--- src/rtl/mul_result_collector.sv ---
`default_nettype none
// ============================================================================
// Module   : mul_result_collector
// Purpose  : Collects the four per-lane bf16 results of mul_tree_bf16, which
//            arrive with independent strobes, into lane holding registers.
//            When every lane active for the latched mode holds a result the
//            lanes are packed into one word and pushed into a first-word-
//            fall-through FIFO that drains over a valid/ready interface.
// Ports    : clk, rst (async, active-high)
//            mode       - tree mode (00/11 all lanes, 01 lanes 0+2, 10 lane 0)
//            res_in     - lane results, lane i at [i*DW +: DW]
//            res_stb    - per-lane one-cycle result strobes
//            out_data   - FIFO head, inactive lanes read 0
//            out_valid  - FIFO head valid
//            out_ready  - consumer accepts head
//            count      - FIFO occupancy
//            err_ovf    - sticky lane overflow flag
//            clr_err    - synchronous clear of err_ovf
// Revision : 1.0 - initial release
// ============================================================================
module mul_result_collector #(
  parameter int DW    = 16,
  parameter int DEPTH = 8
) (
  input  logic                     clk,
  input  logic                     rst,
  input  logic [1:0]               mode,
  input  logic [4*DW-1:0]          res_in,
  input  logic [3:0]               res_stb,
  output logic [4*DW-1:0]          out_data,
  output logic                     out_valid,
  input  logic                     out_ready,
  output logic [$clog2(DEPTH):0]   count,
  output logic                     err_ovf,
  input  logic                     clr_err
);

  localparam int AW = $clog2(DEPTH);
  localparam logic [AW:0] C_FULL_COUNT = (AW+1)'(DEPTH);

  // Lane enable pattern for a latched mode; 11 behaves like 00.
  function automatic logic [3:0] active_mask(input logic [1:0] m);
    case (m)
      2'b01:   return 4'b0101;
      2'b10:   return 4'b0001;
      default: return 4'b1111;
    endcase
  endfunction

  logic [1:0]           mode_q, mode_d;
  logic [3:0]           full_q, full_d;
  logic [3:0][DW-1:0]   lane_q, lane_d;
  logic                 err_q, err_d;
  logic [AW-1:0]        wr_ptr_q, wr_ptr_d;
  logic [AW-1:0]        rd_ptr_q, rd_ptr_d;
  logic [AW:0]          count_q, count_d;
  logic [4*DW-1:0]      mem_q [DEPTH];

  logic [3:0]           active;
  logic                 group_complete;
  logic                 fifo_full;
  logic                 pop;
  logic                 push;
  logic                 ovf_set;
  logic [4*DW-1:0]      packed_word;

  always_comb begin
    active         = active_mask(mode_q);
    group_complete = ((full_q & active) == active);
    fifo_full      = (count_q == C_FULL_COUNT);
    pop            = (count_q != '0) && out_ready;
    // A full FIFO still accepts a push when the head leaves on the same edge.
    push           = group_complete && (!fifo_full || pop);

    packed_word = '0;
    for (int i = 0; i < 4; i++) begin
      if (active[i]) begin
        packed_word[i*DW +: DW] = lane_q[i];
      end
    end

    full_d  = full_q;
    lane_d  = lane_q;
    ovf_set = 1'b0;
    for (int i = 0; i < 4; i++) begin
      if (push) begin
        full_d[i] = 1'b0;
      end
      if (res_stb[i] && active[i]) begin
        // A lane being pushed this edge is free to take the new result.
        if (!full_q[i] || push) begin
          full_d[i] = 1'b1;
          lane_d[i] = res_in[i*DW +: DW];
        end else begin
          ovf_set = 1'b1;
        end
      end
    end

    // Set has priority over clear.
    if (ovf_set) begin
      err_d = 1'b1;
    end else if (clr_err) begin
      err_d = 1'b0;
    end else begin
      err_d = err_q;
    end

    // Mode only changes between groups, so a partial group keeps its mode.
    if ((full_q == 4'b0000) && (res_stb == 4'b0000)) begin
      mode_d = mode;
    end else begin
      mode_d = mode_q;
    end

    wr_ptr_d = push ? (wr_ptr_q + AW'(1)) : wr_ptr_q;
    rd_ptr_d = pop  ? (rd_ptr_q + AW'(1)) : rd_ptr_q;

    case ({push, pop})
      2'b10:   count_d = count_q + (AW+1)'(1);
      2'b01:   count_d = count_q - (AW+1)'(1);
      default: count_d = count_q;
    endcase
  end

  always_ff @(posedge clk or posedge rst) begin
    if (rst) begin
      mode_q   <= 2'b00;
      full_q   <= 4'b0000;
      lane_q   <= '0;
      err_q    <= 1'b0;
      wr_ptr_q <= '0;
      rd_ptr_q <= '0;
      count_q  <= '0;
    end else begin
      mode_q   <= mode_d;
      full_q   <= full_d;
      lane_q   <= lane_d;
      err_q    <= err_d;
      wr_ptr_q <= wr_ptr_d;
      rd_ptr_q <= rd_ptr_d;
      count_q  <= count_d;
    end
  end

  // Storage is not reset; the output mux hides stale entries when empty.
  always_ff @(posedge clk) begin
    if (push) begin
      mem_q[wr_ptr_q] <= packed_word;
    end
  end

  assign out_valid = (count_q != '0);
  assign out_data  = out_valid ? mem_q[rd_ptr_q] : '0;
  assign count     = count_q;
  assign err_ovf   = err_q;

endmodule
`default_nettype wire

--- config.mk ---
export PLATFORM = sky130hd
export DESIGN_NAME = mul_result_collector
export DESIGN_NICKNAME = d
export VERILOG_FILES = /design/src/rtl/mul_result_collector.sv
export SDC_FILE = /design/constraint.sdc
export NUM_CORES = 1
export LEC_CHECK = 0
export CORE_ASPECT_RATIO = 0.75
export CORE_MARGIN = 2
export CORE_UTILIZATION = 25
export CTS_CLUSTER_SIZE = 40
export DETAILED_ROUTE_END_ITERATION = 10
export HOLD_SLACK_MARGIN = 0.08
export PLACE_DENSITY = 0.38
export SLEW_MARGIN = 20
export SYNTH_ARGS = -nofsm -noshare
export SYNTH_HDL_FRONTEND = slang
export SYNTH_SLANG_ARGS = --single-unit
--- constraint.sdc ---
create_clock -name clk -period 15.9 [get_ports clk]
set_input_delay 1.59 -clock clk [delete_from_list [all_inputs] [get_ports clk]]
set_output_delay 1.59 -clock clk [all_outputs]
set_load 0.01 [all_outputs]
# == Yosys cells after proc, flatten, opt, wreduce, memory -nomap -nowiden ==
# Memory sizes are Yosys's and may differ from the RTL's.
# Index checks and enable logic that the tools add are counted.
# word_totals
wordCells,79
regBits,81
out_inout_bits,70
n_memories,1
mem_bits_rw,512
# op_classes
mux,31
addsub,4
reduce_logical,26
bitwise_logic,1
n_eq_ne,6
# mem_list
name,words,width,rd,rd_ports_with_merged_regs,write_ports,line,text
mem_q,8,64,1,0,1,57,logic [4*DW-1:0] mem_q [DEPTH];
# ops
op,count
16-bit 2-to-1 mux,4
64-bit 2-to-1 mux,1
1-bit 2-to-1 mux,24
4-bit case mux with 2 select lines,2
4-bit zero test,2
2-bit AND reduction,4
1-bit logical AND,7
3-bit by 1-bit adder with 3-bit output (second input constant),2
1-bit zero test,5
1-bit logical OR,5
4-bit by 1-bit adder with 4-bit output (second input constant),1
4-bit bitwise AND,1
2-bit by 1-bit == test with 1-bit output (second input constant),2
2-bit == test (second input constant),2
4-bit == test,1
4-bit == test (second input constant),1
2-bit nonzero test,2
4-bit nonzero test,1
4-bit by 1-bit subtractor with 4-bit output (second input constant),1

# == Depth between registers and ports, before layout ==
# logic_depth
ltp_word,15
depth_mapped,11
depth_no_buf,11

# == Worst setup path before layout ==
# Ideal clock, no wire load.
# synth_timing
path_type,in2reg
startpoint,input port out_ready
endpoint,"memory mem_q[2][0] in the netlist's numbering, enable pin"
setup_time_ns,0.666
path_stages,4
path_buffers,1
t_arrival_ns,8.674
setup_slack_ns,6.559
path_cell_list,nand3b_1 -> nand2_4 -> clkbuf_1 -> nor4b_1
# synth_via
elab_chain_len,5
# synth_rtl
item,line,text
"start, declared",32,"input logic out_ready,"
1-bit logical AND,71,pop = (count_q != '0) && out_ready;
1-bit logical OR,73,push = group_complete && (!fifo_full || pop);
1-bit logical AND,73,
1-bit 2-to-1 mux,148,if (push) begin
1-bit 2-to-1 mux (implied by the code),149,mem_q[wr_ptr_q] <= packed_word;
"end, declared",57,
# Every way passes these cells.

# == Final worst setup path ==
# layout_timing
startpoint,register rd_ptr_q[1]
endpoint,output port out_data[14]
# layout_via
elab_chain_len,2
# layout_rtl
item,line,text
"start, declared",55,"logic [AW-1:0] rd_ptr_q, rd_ptr_d;"
"start signal, assigned",141,rd_ptr_q <= rd_ptr_d;
memory 8 x 64 bit,--,
64-bit 2-to-1 mux,154,assign out_data = out_valid ? mem_q[rd_ptr_q] : '0;
"end, declared",30,"output logic [4*DW-1:0] out_data,"
# Every way passes these cells.

==> reports/metrics.json <==
{
  "htreeDepth": 3,
  "synth_edf_count": 512,
  "sequential_cell_area_fraction_in_the_yosys_report_pct": 75.30,
  "final_net_count": 1364,
  "global_routing_usage_on_met3_pct": 2.835,
  "syn-mean-instance-area_um2": 21.08,
  "final_period_minus_worst_setup_slack_ns": 6.144,
  "floorplan.rows": 96,
  "antenna_left": 0,
  "critical_path.most_common_cell": "buf_4",
  "slew_viol_final": 0,
  "worstPathMaxFanout": 52,
  "post-synth-top-count-cell": "edfxtp_1",
  "netlist_top_cells_area": "edfxtp_1 (67%), mux4_2 (12%), dfrtp_1 (8.8%)",
  "place.detailed.hpwl_um": 33050,
  "worstPathArrival_ns": 4.55,
  "syn-num-nets": 1176,
  "critPathCaptureType": "primary output",
  "critical-path-slowest-cell": "dfrtp_4",
  "clk_pin_slew_ns": 0.06,
  "report.power.total_mw": 5.949,
  "synthesis.yosys.warnings": 0,
  "die_height_um": 267.3,
  "cts_setup_buffers": 0,
  "cts_max_path_buffers": 3,
  "area_growth_pct": 22.08,
  "timing.hold.worst.class": "reg2reg",
  "postRouteWirelength_um": 59410,
  "numPortBuffers": 143,
  "clk_root_buffer_cell": "clkbuf_16",
  "pre_cts_slack_ns": 10.28,
  "post_cts_hold_buffer_count": 0,
  "post_synthesis_cell_area_um2": 23110,
  "via_count": 10969,
  "busiest_grt_layer": "met2",
  "timing.critical_path.required_ns": 14.31,
  "remaining_drc_errors": 0,
  "synth_top_area_cell": "edfxtp_1",
  "tritoncts_num_sinks": 593,
  "leakage_nw": 9.374,
  "met2_usage_pct": 19.34,
  "max_slew_margin_pct": 32.41,
  "power_density_nw_per_um2": 210.9,
  "max_freq_ghz": 0.1628,
  "first_global_vias": 11779,
  "peakVddDrop_v": 0.00008007,
  "timing.final.crit_share_pct": 38.64,
  "worst-slew-pin-transition_ns": 1.014,
  "gp_congestion": 0.6788,
  "top_level_ports": 144,
  "avgViaCountPerCell": 4.283,
  "postSynthRegisterBits": 593,
  "post_cts_resized": 0,
  "final_hold_viol_count": 0,
  "yosys-top-cells-count": "edfxtp_1 (512), mux4_2 (128), dfrtp_1 (81), nor2_1 (67), mux2i_1 (65)",
  "grt_usage_pct": 12.66,
  "die_width_um": 355.1,
  "timing.max_cap.violations": 0,
  "drt-wirelength-per-cell_um": 23.20,
  "final_cells": 2561,
  "worst_setup_path_start_kind": "flop",
  "floorplan_die_area_um2": 94910,
  "core_um2": 91530,
  "synth_cell_type_count": 41,
  "total_grt_overflow": 0,
  "detailedRoute.firstIterationViolations": 621,
  "synth_top_flop_cell": "edfxtp_1",
  "crit_path_max_incr_delay_ns": 0.85,
  "grt_first_pass_wirelength_um": 86150,
  "area.sequential_um2": 17410,
  "setup_ws_ns": 9.756,
  "synth_top_area_share_pct": 66.53,
  "fill_cells": 8920,
  "tritoncts.num_buffers": 67,
  "initial_core_utilization_pct": 25.25,
  "cts_tree": "yes",
  "finalSetupViolations": 0,
  "outcome": "complete, no violations",
  "fin_worst_hold_slack_ns": 0.4880,
  "async_flop_share_pct": 13.66,
  "rsz_0062_raised_after_global_routing": "no",
  "crit_path_cell_trace": "buf_4 -> buf_4 -> mux4_2 -> mux2i_1 -> nor2_1 -> clkdlybuf4s50_1",
  "drive_above_1_share_pct": 25.02,
  "global_route.usage.met1_pct": 18.18,
  "clk_skew_ns": 0.02189,
  "insertion_delay_ns": 0.58,
  "synthCells": 1096,
  "multi_input_area_um2": 5463,
  "first_pass_iters": 4,
  "fin_setup_tns_ns": 0,
  "grt_start_max_net_pins": 54,
  "crit_type": "reg2out",
  "grt_antenna_before_repair": 4,
  "post-place-cells": 2440
}
-- worst max-delay path: cells and delay by family (launching register included) --
kind	cells	cell delay, ns
DFF	1	0.85
muxes	2	0.43
buffers and inverters	3	2.09
and+or+nand+nor	1	0.42
-- metal layers --
| metal | share of wire (%) | wire, µm | up-vias |
|---|---|---|---|
| met5 | 0.013 | 8 | - |
| met2 | 45 | 26680 | 199 |
| li1 | - | - | 4779 |
| met1 | 49 | 29050 | 5905 |
| met3 | 4.2 | 2475 | 84 |
| met4 | 2.0 | 1198 | 2 |
-- state kept, by name, summed over array words and instances, names as in the netlist --
name,flops
lane_q,64
rd_ptr_q,3
count,4
mode_q,2
full_q,4
mem_q,512
wr_ptr_q,3
err_ovf,1
-- through the flow --
stage / util (%) / cell area (µm²)
floorplan: - / 23110
global placement: 28.51 / 26100
detailed placement: 28.54 / 26130
CTS: 30.82 / 28210
global route: 30.82 / 28210
finish: 30.82 / 28210
-- cells in the final DEF (no fill, tap or decap), types with 23 or more instances in the layout --
| cell | instances |
|---|---|
| and2_1 | 34 |
| buf_4 | 30 |
| clkbuf_1 | 23 |
| clkbuf_16 | 71 |
| clkdlybuf4s50_1 | 143 |
| dfrtp_1 | 78 |
| edfxtp_1 | 512 |
| mux2_2 | 43 |
| mux2i_1 | 65 |
| mux4_2 | 128 |
| nor2_1 | 66 |
-- final cells by class --
| cell class | instances | area share (%) |
|---|---|---|
| sequential | 593 | 61.72 |
| multi-input combinational | 440 | 19.36 |
| clock buffer | 101 | 6.945 |
| timing repair buffer | 174 | 5.970 |
| tap | 1225 | 5.433 |
| clock inverter | 19 | 0.4391 |
| inverter | 8 | 0.1153 |
| antenna | 1 | 0.008870 |
-- where the power goes --
part	switching, mW	internal, mW	leakage (nW)
sequential	0.238	2.25	5.58
clock	0.603	0.867	1.01
combinational	1.04	0.950	2.78
total	1.88	4.07	9.37
-- cells by family (layout without fill, tap and decap cells) --
group | count (synthesis) | after routing | share of synthesized area, %
DFF | 593 | 593 | 75.30
muxes | 260 | 260 | 18.88
and+or+nand+nor | 153 | 153 | 3.297
buffers and inverters | 63 | 302 | 1.294
AOI/OAI and AO/OA | 14 | 14 | 0.6010
xor gates and xnor gates | 7 | 7 | 0.2653
adders and majority gates | 6 | 6 | 0.3574
other | 0 | 1 | 0
-- worst paths after layout --
path | depth (start not counted) | startpoint | to | slack, ns
worst max-delay path | 6 | rd_ptr_q[1] | out_data[14] | 9.76
max in group asynchronous | 3 | rst | rd_ptr_q[2] | 13.19
worst min register to register | 1 | lane_q[46] | lane_q[46] | 0.49
min in group asynchronous | 2 | rst | lane_q[56] | 1.42
worst min-delay path | 1 | lane_q[46] | lane_q[46] | 0.49
worst max register to register | 8 | mode_q[0] | mem_q[7][26] | 11.69
No activity file was read; power rests on OpenSTA's default activity.
